**src/rtl/fft_pkg.sv**
```systemverilog
// rtl/fft_pkg.sv - shared FFT stage types, constants and helper functions
package fft_pkg;

  // Per-bank lifecycle of a ping-pong frame store
  typedef enum logic [1:0] {
    ST_EMPTY   = 2'd0,
    ST_WRITING = 2'd1,
    ST_FULL    = 2'd2,
    ST_READING = 2'd3
  } stage_state_t;

  // Widest index the bit-reversal helper can handle (frames up to 64k samples)
  localparam int BR_MAX = 16;

  // Ceiling log2, used for elaboration-time address widths
  function automatic int clog2(input int value);
    int r;
    r = 0;
    while ((1 << r) < value) r++;
    return r;
  endfunction

  // Reverse the low log_n bits of value; bits above log_n come back as zero.
  // Built as a shift chain so no variable bit index is needed.
  function automatic logic [BR_MAX-1:0] bitreverse(input logic [BR_MAX-1:0] value,
                                                   input int log_n);
    logic [BR_MAX-1:0] src;
    logic [BR_MAX-1:0] res;
    src = value;
    res = '0;
    for (int i = 0; i < BR_MAX; i++) begin
      if (i < log_n) begin
        res = {res[BR_MAX-2:0], src[0]};
        src = src >> 1;
      end
    end
    return res;
  endfunction

endpackage

```
**src/rtl/stage_ram.sv**
```systemverilog
// rtl/stage_ram.sv - simple dual-port frame RAM with a registered read port
module stage_ram
  import fft_pkg::*;
#(
  parameter int DEPTH = 32,
  parameter int DW    = 33,
  localparam int AW   = clog2(DEPTH)
) (
  input  logic          clk,
  input  logic          rst_n,
  input  logic          wr_en,
  input  logic [AW-1:0] wr_addr,
  input  logic [DW-1:0] wr_data,
  input  logic          rd_en,
  input  logic [AW-1:0] rd_addr,
  output logic [DW-1:0] rd_data
);

  logic [DW-1:0] mem [DEPTH];

  // Write port; storage is deliberately not reset
  always_ff @(posedge clk) begin
    if (wr_en) mem[wr_addr] <= wr_data;
  end

  // Read port register; reset so the replay output starts from zero
  always_ff @(posedge clk or negedge rst_n) begin
    if (!rst_n)     rd_data <= '0;
    else if (rd_en) rd_data <= mem[rd_addr];
  end

endmodule

```
**src/rtl/stage_pingpong.sv**
```systemverilog
// rtl/stage_pingpong.sv - two-bank ping-pong frame store with natural or bit-reversed replay
module stage_pingpong
  import fft_pkg::*;
#(
  parameter int N      = 16,
  parameter int LOG_N  = 4,
  parameter int WIDTH  = 32,
  parameter int MWIDTH = 1
) (
  input  logic              clk,
  input  logic              rst_n,
  input  logic [WIDTH-1:0]  in_data,
  input  logic [MWIDTH-1:0] in_m,
  input  logic              in_nd,
  input  logic              bitrev,
  input  logic              read_en,
  output logic [WIDTH-1:0]  out_data,
  output logic [MWIDTH-1:0] out_m,
  output logic              out_nd,
  output logic              out_first,
  output logic [3:0]        bank_state,
  output logic              error
);

  localparam int              DW       = WIDTH + MWIDTH;
  localparam logic [LOG_N-1:0] LAST_IDX = LOG_N'(N - 1);

  stage_state_t bank_st     [2];
  stage_state_t bank_st_nxt [2];

  logic             wbank;
  logic             rbank;
  logic [LOG_N-1:0] waddr;
  logic [LOG_N-1:0] raddr;
  logic             rd_bitrev;
  logic             err_q;
  logic             out_nd_q;
  logic             out_first_q;

  logic             wr_ok;
  logic             wr_last;
  logic             overflow;
  logic             rd_start;
  logic             issue;
  logic             rd_last;
  logic [LOG_N-1:0] rd_idx;
  logic [DW-1:0]    ram_q;

  // Bank state registers
  always_ff @(posedge clk or negedge rst_n) begin
    if (!rst_n) begin
      bank_st[0] <= ST_EMPTY;
      bank_st[1] <= ST_EMPTY;
    end else begin
      bank_st[0] <= bank_st_nxt[0];
      bank_st[1] <= bank_st_nxt[1];
    end
  end

  // Bank transitions: writer and reader never own the same bank, so their updates never collide
  always_comb begin
    bank_st_nxt[0] = bank_st[0];
    bank_st_nxt[1] = bank_st[1];
    if (wr_ok)    bank_st_nxt[wbank] = wr_last ? ST_FULL : ST_WRITING;
    if (rd_start) bank_st_nxt[rbank] = ST_READING;
    if (rd_last)  bank_st_nxt[rbank] = ST_EMPTY;
  end

  // Write acceptance, read issue and replay address decode
  always_comb begin
    wr_ok    = in_nd && ((bank_st[wbank] == ST_EMPTY) || (bank_st[wbank] == ST_WRITING));
    overflow = in_nd && !wr_ok;
    wr_last  = wr_ok && (waddr == LAST_IDX);
    rd_start = read_en && (bank_st[rbank] == ST_FULL);
    issue    = rd_start || (read_en && (bank_st[rbank] == ST_READING));
    rd_last  = issue && (raddr == LAST_IDX);
    // On the starting issue raddr is 0, which reverses to 0, so a stale rd_bitrev is harmless
    rd_idx   = rd_bitrev ? LOG_N'(bitreverse(BR_MAX'(raddr), LOG_N)) : raddr;
  end

  // Write/read pointers, per-frame order latch and sticky overflow flag
  always_ff @(posedge clk or negedge rst_n) begin
    if (!rst_n) begin
      wbank     <= 1'b0;
      waddr     <= '0;
      rbank     <= 1'b0;
      raddr     <= '0;
      rd_bitrev <= 1'b0;
      err_q     <= 1'b0;
    end else begin
      if (wr_ok) begin
        waddr <= wr_last ? '0 : waddr + 1'b1;
        if (wr_last) wbank <= ~wbank;
      end
      if (issue) begin
        if (rd_last) begin
          raddr <= '0;
          rbank <= ~rbank;
        end else begin
          raddr <= raddr + 1'b1;
        end
      end
      if (rd_start) rd_bitrev <= bitrev;
      if (overflow) err_q     <= 1'b1;
    end
  end

  // Output strobes track the one-cycle RAM read latency
  always_ff @(posedge clk or negedge rst_n) begin
    if (!rst_n) begin
      out_nd_q    <= 1'b0;
      out_first_q <= 1'b0;
    end else begin
      out_nd_q    <= issue;
      out_first_q <= rd_start;
    end
  end

  stage_ram #(
    .DEPTH (2 * N),
    .DW    (DW)
  ) u_ram (
    .clk     (clk),
    .rst_n   (rst_n),
    .wr_en   (wr_ok),
    .wr_addr ({wbank, waddr}),
    .wr_data ({in_data, in_m}),
    .rd_en   (issue),
    .rd_addr ({rbank, rd_idx}),
    .rd_data (ram_q)
  );

  assign out_data   = ram_q[DW-1:MWIDTH];
  assign out_m      = ram_q[MWIDTH-1:0];
  assign out_nd     = out_nd_q;
  assign out_first  = out_first_q;
  assign bank_state = {bank_st[1], bank_st[0]};
  assign error      = err_q;

endmodule

```
**config.mk**
```make
export PLATFORM = sky130hd
export DESIGN_NAME = stage_pingpong
export DESIGN_NICKNAME = d
export VERILOG_FILES = /design/src/rtl/fft_pkg.sv /design/src/rtl/stage_ram.sv /design/src/rtl/stage_pingpong.sv
export SDC_FILE = /design/constraint.sdc
export NUM_CORES = 1
export LEC_CHECK = 0
export CAP_MARGIN = 20
export CORE_ASPECT_RATIO = 0.75
export CORE_MARGIN = 2
export CORE_UTILIZATION = 56
export CTS_BUF_LIST = sky130_fd_sc_hd__clkbuf_16
export DETAILED_ROUTE_END_ITERATION = 7
export PLACE_DENSITY = 0.76
export RECOVER_POWER = 25
export SLEW_MARGIN = 20
export SYNTH_ARGS = -nofsm -noshare
export SYNTH_HDL_FRONTEND = slang
export SYNTH_HIERARCHICAL = 1
export SYNTH_SLANG_ARGS = --single-unit
```
**constraint.sdc**
```tcl
create_clock -name clk -period 3.8 [get_ports clk]
set_input_delay 0.38 -clock clk [delete_from_list [all_inputs] [get_ports clk]]
set_output_delay 0.38 -clock clk [all_outputs]
set_load 0.005 [all_outputs]
```
==> summary.txt, run 1 <==
Status - complete, but fails checks
Violated checks - max-capacitance violations, max-slew violations
Worst slew pin tran - 1.83 ns
Internal - 25.0 mW
Gate count of the mapped netlist - 2350
Cell area after synthesis - 0.0431 mm^2
Initial cell density of the core - 0.563
Seq/Total Area, Yosys - 0.765
Seq cells post-synth - 1107
Worst slack at placement - 0.640 ns
Fin. max-slew vios - 151
Worst reg-to-reg path cell count - 5
Unrepaired setup endpoints after global routing - no
Setup CP Type - flip-flop to flip-flop
Worst path depth - 5
Synth cell types - 48
Worst min-delay path category - primary input to flip-flop
Setup bufs post-CTS - 0
Hpwl dp - 57.2 mm
Crit-path slowest cell - or3b_2
Setup crit start - wbank
Critical path data arrival time - 3.53 ns
Most used DFF post-synth - edfxtp_1
Hold EP - rd_bitrev
GRT Util Overall - 0.253
Power per cell area - 760 mW/mm^2
CP Buf/Inv Count - 1
Post-route ant nets - 0
GRT busiest layer - met2
Setup_tns - 0 ns
Initial drt markers - 3057
I/O pin cnt - 78
Leakage - 16.4 nW
Mapped Avg Cell Area - 18.3 um^2
Met3 Use GR - 0.0491
Port Buffers - 77
Slew headroom - -0.222
Clock network fraction of total power - 0.260
Reg2reg end - u_ram/mem[20][16]
Logic pwr share - 0.347
Final setup viols - 0
Worst r2r src - wbank
EDFF count, synth - 1056
Clock slew at reported path FFs - 0.06 ns
Worst setup EP type - flip-flop
First-pass GRT wire length - 148 mm
Total gr overflow - 0
Wirelength, routed - 100 mm
Synthesis Warnings - 6
Area growth syn-to-layout - 13.7%
Crit path largest cell delay - 0.73 ns
Commonest non-fill, non-tap cells in the layout - 1056 x edfxtp_1, 529 x mux2i_1, 264 x a22oi_1
Fin. Hold Viols - 0
Post-DR vias/cell - 6.33
Met1 Track Usage GR - 0.356
Req. time, crit path - 4.09 ns
Sw Ratio - 0.329
Drt wl/cell - 27.6 um
Hold_sp - bitrev
Peak Freq - 309 MHz
Final Cycle Share - 0.852
Die area - 0.0792 mm^2
Clock latency on the worst-skew pair - 0.67 ns
Fin area - 0.0490 mm^2
Worst Setup Start Kind - flip-flop
Hold depth - 2
Period minus WS final - 3.24 ns
FP Rows - 88
Post-DP Area - 0.0459 mm^2
Max H-tree Level - 3
Fillers - 5017
Clock Sinks - 1107
CTS tree - built
First drt pass iteration count - 5
Largest net degree at the start of global routing - 64
Worst setup margin - 0.564 ns
Clock Path Buffers - 3
DRC viols - 0
CP max FO - 23
Critical-path cell list - mux2i_1 -> and2_0 -> or3b_2 -> nor2_4 -> buf_4
Core Region - 0.0765 mm^2
Initial antenna violation count - 1
Die Width - 324 um
FF-to-FF setup slack - 0.56 ns
Routed vias - 23000
Cell family with most CP delay - simple AND/OR/NAND/NOR gates
Syn_nets - 2390
Layout Nets - 2558
RD Place Congestion - 0.798
Clk Tree Root Cell - clkbuf_16
CTS resizes - 0
Fin Clk Skew - 0.0268 ns
Number of global-route vias before repair - 22800
Chip Height - 244 um
CTS buffer count - 101
Most common cell after layout, fill and taps aside - edfxtp_1
Met2 usage - 0.395
# diodes - 0
Seq pwr share - 0.394
Net switching power - 12.3 mW
# Max-Cap Violations - 4
Peak VDD IR - 0.682 mV
Layout cells sized above 1 - 0.136
Async set-reset flop share out of synthesis - 0.0461
## registers in the layout, summed over array words and instances, names as in the netlist
signal,count
bank_state,4
error,1
out_first,1
out_nd,1
raddr,4
rbank,1
rd_bitrev,1
u_ram/mem,1056
u_ram/rd_data,33
waddr,4
wbank,1
## metrics by stage
stage / util / cells / power, mW / hold slack (ns)
final: 0.640 / 3639 / 37.2 / 0.414
after global routing: 0.640 / 3639 / 38.7 / 0.401
after CTS: 0.642 / 3639 / 37.3 / 0.278
after detailed placement: 0.600 / 3449 / 27.6 / 0.496
after global placement: 0.600 / 3449 / 27.3 / 0.491
after floorplan: - / 2350 / 23.4 / 0.0844
## per-layer routing
metal / wire [um] / part of all wire
met5: 7 / 0.000070
met1: 40800 / 0.41
met2: 46700 / 0.47
met4: 3850 / 0.038
met3: 8890 / 0.089
## logic make-up (layout without fill, tap and decap cells)
kind of cell,after synthesis,after routing,synth area share
buffers and inverters,145,399,0.0213
multiplexers,572,572,0.134
XOR/XNOR,2,2,0.000406
adder cells (fa/ha/maj),2,2,0.000580
AND/OR/NAND/NOR,108,108,0.0139
AO/OA/AOI/OAI,414,414,0.0644
flip-flops,1107,1107,0.765
## power by group through the flow
stage          logic, mW  clock network (mW)  registers, mW
2_1_floorplan       8.62                   0           14.8
6_report            12.9                9.67           14.7
3_5_place_dp        12.7                   0           14.9
4_1_cts             12.8                9.80           14.7
3_3_place_gp        12.4                   0           14.9
5_1_grt             13.6                10.3           14.7
## synthesized netlist by cell type (5+ instances only)
library cell	n	share of area
buf_4	39	0.0068
edfxtp_1	1056	0.74
a22oi_1	264	0.046
a21oi_1	134	0.016
dfrtp_1	51	0.030
buf_6	22	0.0057
mux2_2	42	0.011
buf_2	38	0.0044
clkbuf_1	40	0.0035
nand3b_1	6	0.0010
mux2i_1	529	0.12
nor2_1	36	0.0031
nor4_1	33	0.0048
nand2_1	5	0.00044
## final cells by class
class	instances	area, um^2	share of cell area
timing repair buffer	208	2040	0.0417
tap	1035	1290	0.0264
inverter	2	7.51	0.000153
sequential	1107	33000	0.673
clock buffer	102	2550	0.0521
multi-input combinational	1098	9480	0.194
clock inverter	87	641	0.0131
## how the worst max path moves through the flow
| stage | endpoint | slack (ns) |
|---|---|---|
| 6_report | u_ram/mem[20][16] | 0.56 |
| 5_1_grt | u_ram/mem[20][14] | 0.45 |
| 4_1_cts | u_ram/mem[20][15] | 0.61 |
| 3_5_place_dp | u_ram/mem[28][22] | 0.64 |
| 3_3_place_gp | u_ram/mem[28][23] | 0.71 |
| 2_1_floorplan | u_ram/mem[28][0] | 0.19 |
## worst reg2reg max path: cells and delay by family, from the launching register on
| family | cells | cell delay (ns) |
|---|---|---|
| buf+inv | 1 | 0.46 |
| flops | 1 | 0.63 |
| mux | 1 | 0.41 |
| simple gates | 3 | 1.34 |
## timing repair
action | in CTS | in global routing
hold buffers | 1 | 0
endpoints found under the hold margin | 51 | 0
setup endpoints to repair | 0 | 0
(Power assumes the default switching activity.)
==> run 2, diff against run 1 <==
--- a/config.mk
+++ b/config.mk
@@ -5,7 +5,6 @@
 export SDC_FILE = /design/constraint.sdc
 export NUM_CORES = 1
 export LEC_CHECK = 0
-export CAP_MARGIN = 20
 export CORE_ASPECT_RATIO = 0.75
 export CORE_MARGIN = 2
 export CORE_UTILIZATION = 56
@@ -13,6 +12,7 @@
 export DETAILED_ROUTE_END_ITERATION = 7
 export PLACE_DENSITY = 0.76
 export RECOVER_POWER = 25
+export SETUP_SLACK_MARGIN = 0.3
 export SLEW_MARGIN = 20
 export SYNTH_ARGS = -nofsm -noshare
 export SYNTH_HDL_FRONTEND = slang
==> results of run 2 <==
The final DEF is identical to that of run 1; final timing and power are the same.
==> run 3, diff against run 2 <==
--- a/config.mk
+++ b/config.mk
@@ -10,7 +10,7 @@
 export CORE_UTILIZATION = 56
 export CTS_BUF_LIST = sky130_fd_sc_hd__clkbuf_16
 export DETAILED_ROUTE_END_ITERATION = 7
-export PLACE_DENSITY = 0.76
+export PLACE_DENSITY = 0.77
 export RECOVER_POWER = 25
 export SETUP_SLACK_MARGIN = 0.3
 export SLEW_MARGIN = 20
==> summary.txt, run 3 (same netlist as run 1, synthesis figures left out) <==
Logic pwr share - 0.338 (-0.009)
Post-DR vias/cell - 6.42 (+1.5%)
Inst Count DP - 3429 (-0.58%)
Sw Ratio - 0.331 (+0.00149)
Worst setup margin - 0.524 ns (-0.0398 ns)
Port Buffers - 77 (unchanged)
DRC viols - 0 (unchanged)
DR top layer - met4
Setup_tns - 0 ns (unchanged)
Number of flip-flops in the largest register - 1056 (unchanged)
Die Width - 324 um (unchanged)
Final setup viols - 0 (unchanged)
Fillers - 5057 (+0.80%)
CP max FO - 15 (-35%)
Met1 wire length - 41.4 mm (+1.4%)
Power per cell area - 766 mW/mm^2 (+0.81%)
Area growth syn-to-layout - 13.4%
Drt wl/cell - 28.8 um (+4.5%)
Die area - 0.0792 mm^2 (unchanged)
Setup bufs post-CTS - 0 (unchanged)
Leakage - 16.3 nW (-0.71%)
FP Rows - 88 (unchanged)
Peak VDD IR - 0.727 mV (+6.5%)
Setup CP Type - flip-flop to flip-flop
Layout Nets - 2537 (-0.82%)
Fin. Hold Viols - 0 (unchanged)
First-pass GRT wire length - 153 mm (+3.7%)
Layout cells sized above 1 - 0.134 (-0.00188)
Hpwl dp - 57.2 mm (about the same)
Biggest regs - u_ram/mem: 1056 flops, u_ram/rd_data: 33 flops
Final Non-Filler Cells - 3616 (-0.63%)
CTS buffer count - 100 (-0.99%)
Seq pwr share - 0.393 (about the same)
# diodes - 0 (unchanged)
GRT Util Overall - 0.262 (+0.00867)
Clk Tree Root Cell - clkbuf_16
Initial antenna violation count - 0 (-1)
Status - finished, final reports clean
Chip Height - 244 um (unchanged)
Initial drt markers - 3081 (+0.79%)
Core Region - 0.0765 mm^2 (unchanged)
Routed vias - 23200 (+0.85%)
Most common cell after layout, fill and taps aside - edfxtp_1
CTS resizes - 0 (unchanged)
Req. time, crit path - 4.16 ns (+0.07 ns)
Unrepaired setup endpoints after global routing - no
Routed met2 length - 49.6 mm (+6.3%)
Largest net degree at the start of global routing - 72 (+13%)
Clock network fraction of total power - 0.269 (+0.009)
Worst min-delay path category - primary input to flip-flop
Initial cell density of the core - 0.563 (unchanged)
Tot Pwr - 37.4 mW (+0.54%)
WHS - 0.358 ns (-0.0564 ns)
Peak Freq - 305 MHz (-1.2%)
Clock latency on the worst-skew pair - 0.66 ns (about the same)
Net switching power - 12.4 mW (+1.0%)
CTS tree - built
Period minus WS final - 3.28 ns (+0.0398 ns)
Internal - 25.1 mW (+0.32%)
Post-route ant nets - 0 (unchanged)
Wirelength, routed - 104 mm (+3.9%)
RD Place Congestion - 0.801 (+0.48%)
Worst slack at placement - 0.539 ns (-0.100 ns)
Clock slew at reported path FFs - 0.06 ns (about the same)
Clock Path Buffers - 3 (unchanged)
Number of global-route vias before repair - 23300 (+2.2%)
Worst slew pin tran - 1.44 ns (-0.390 ns)
Total gr overflow - 0 (unchanged)
Clock Sinks - 1107 (unchanged)
First drt pass iteration count - 5 (unchanged)
# Max-Cap Violations - 0 (-4)
Final Cycle Share - 0.862 (+0.0105)
Commonest non-fill, non-tap cells in the layout - 1056 x edfxtp_1, 529 x mux2i_1, 264 x a22oi_1
Slew headroom - 0.0382 (+0.260)
Critical path data arrival time - 3.64 ns (+0.11 ns)
Fin Clk Skew - 0.0210 ns (-0.00572 ns)
Fin. max-slew vios - 0 (-100%)
Routed wl met3 - 10.2 mm (+14%)
Max H-tree Level - 3 (unchanged)
Worst setup EP type - flip-flop
Worst Setup Start Kind - flip-flop
Largest Register - u_ram/mem
I/O pin cnt - 78 (unchanged)
==> run 3: per-stage QoR <==
| stage | cell area, um^2 | utilization |
|---|---|---|
| finish | 48900 | 0.639 |
| global route | 48900 | 0.639 |
| CTS | 49000 | 0.640 |
| detailed placement | 45700 | 0.597 |
| global placement | 45700 | 0.597 |
| floorplan | 43100 | - |
==> run 3: area by class of cell <==
cell class	count	area (um^2)	share of cell area
Sequential cell	1107	33000	0.675
Multi-Input combinational cell	1098	9480	0.194
Clock buffer	101	2530	0.0517
Timing Repair Buffer	188	1820	0.0372
Tap cell	1035	1290	0.0265
Clock inverter	85	762	0.0156
Inverter	2	7.51	0.000154
==> run 3: critical path, stage by stage, from the launching register on <==
cell and delay, ns:
dfrtp_1 0.62, mux2i_1 0.41, and2_0 0.43, or3b_2 0.71, nor2_4 0.49, buf_4 0.30
==> run 3: path summary, 6_finish.rpt <==
kind	endpoint	cells past startpoint	slack (ns)	from
setup / recovery	u_ram/mem[28][24]	5	0.52	wbank
hold / removal	rd_bitrev	2	0.36	bitrev
setup reg to reg	u_ram/mem[28][24]	5	0.52	wbank
hold reg to reg	u_ram/rd_data[8]	1	0.51	u_ram/rd_data[8]
max in group asynchronous	u_ram/rd_data[29]	2	2.72	rst_n
min in group asynchronous	u_ram/rd_data[8]	2	0.41	rst_n
==> run 3: power groups by stage <==
stage / sequential, mW / combinational (mW) / clock [mW]
2_1_floorplan: 14.8 / 8.62 / 0
3_3_place_gp: 14.9 / 12.1 / 0
3_5_place_dp: 15.0 / 12.4 / 0
4_1_cts: 14.7 / 12.5 / 10.2
5_1_grt: 14.8 / 13.3 / 10.6
6_report: 14.7 / 12.7 / 10.1
==> run 3: repair_timing <==
action / in CTS / in global routing
hold buffers: 1 / 0
hold endpoints to repair: 51 / 0
setup endpoints to repair: 0 / 10
==> run 3: per-layer routing <==
layer | global-route usage | vias up
met3 | 0.0505 | 174
li1 | - | 9791
met1 | 0.367 | 12000
met5 | 0 | -
met4 | 0.0795 | 0
met2 | 0.421 | 1285
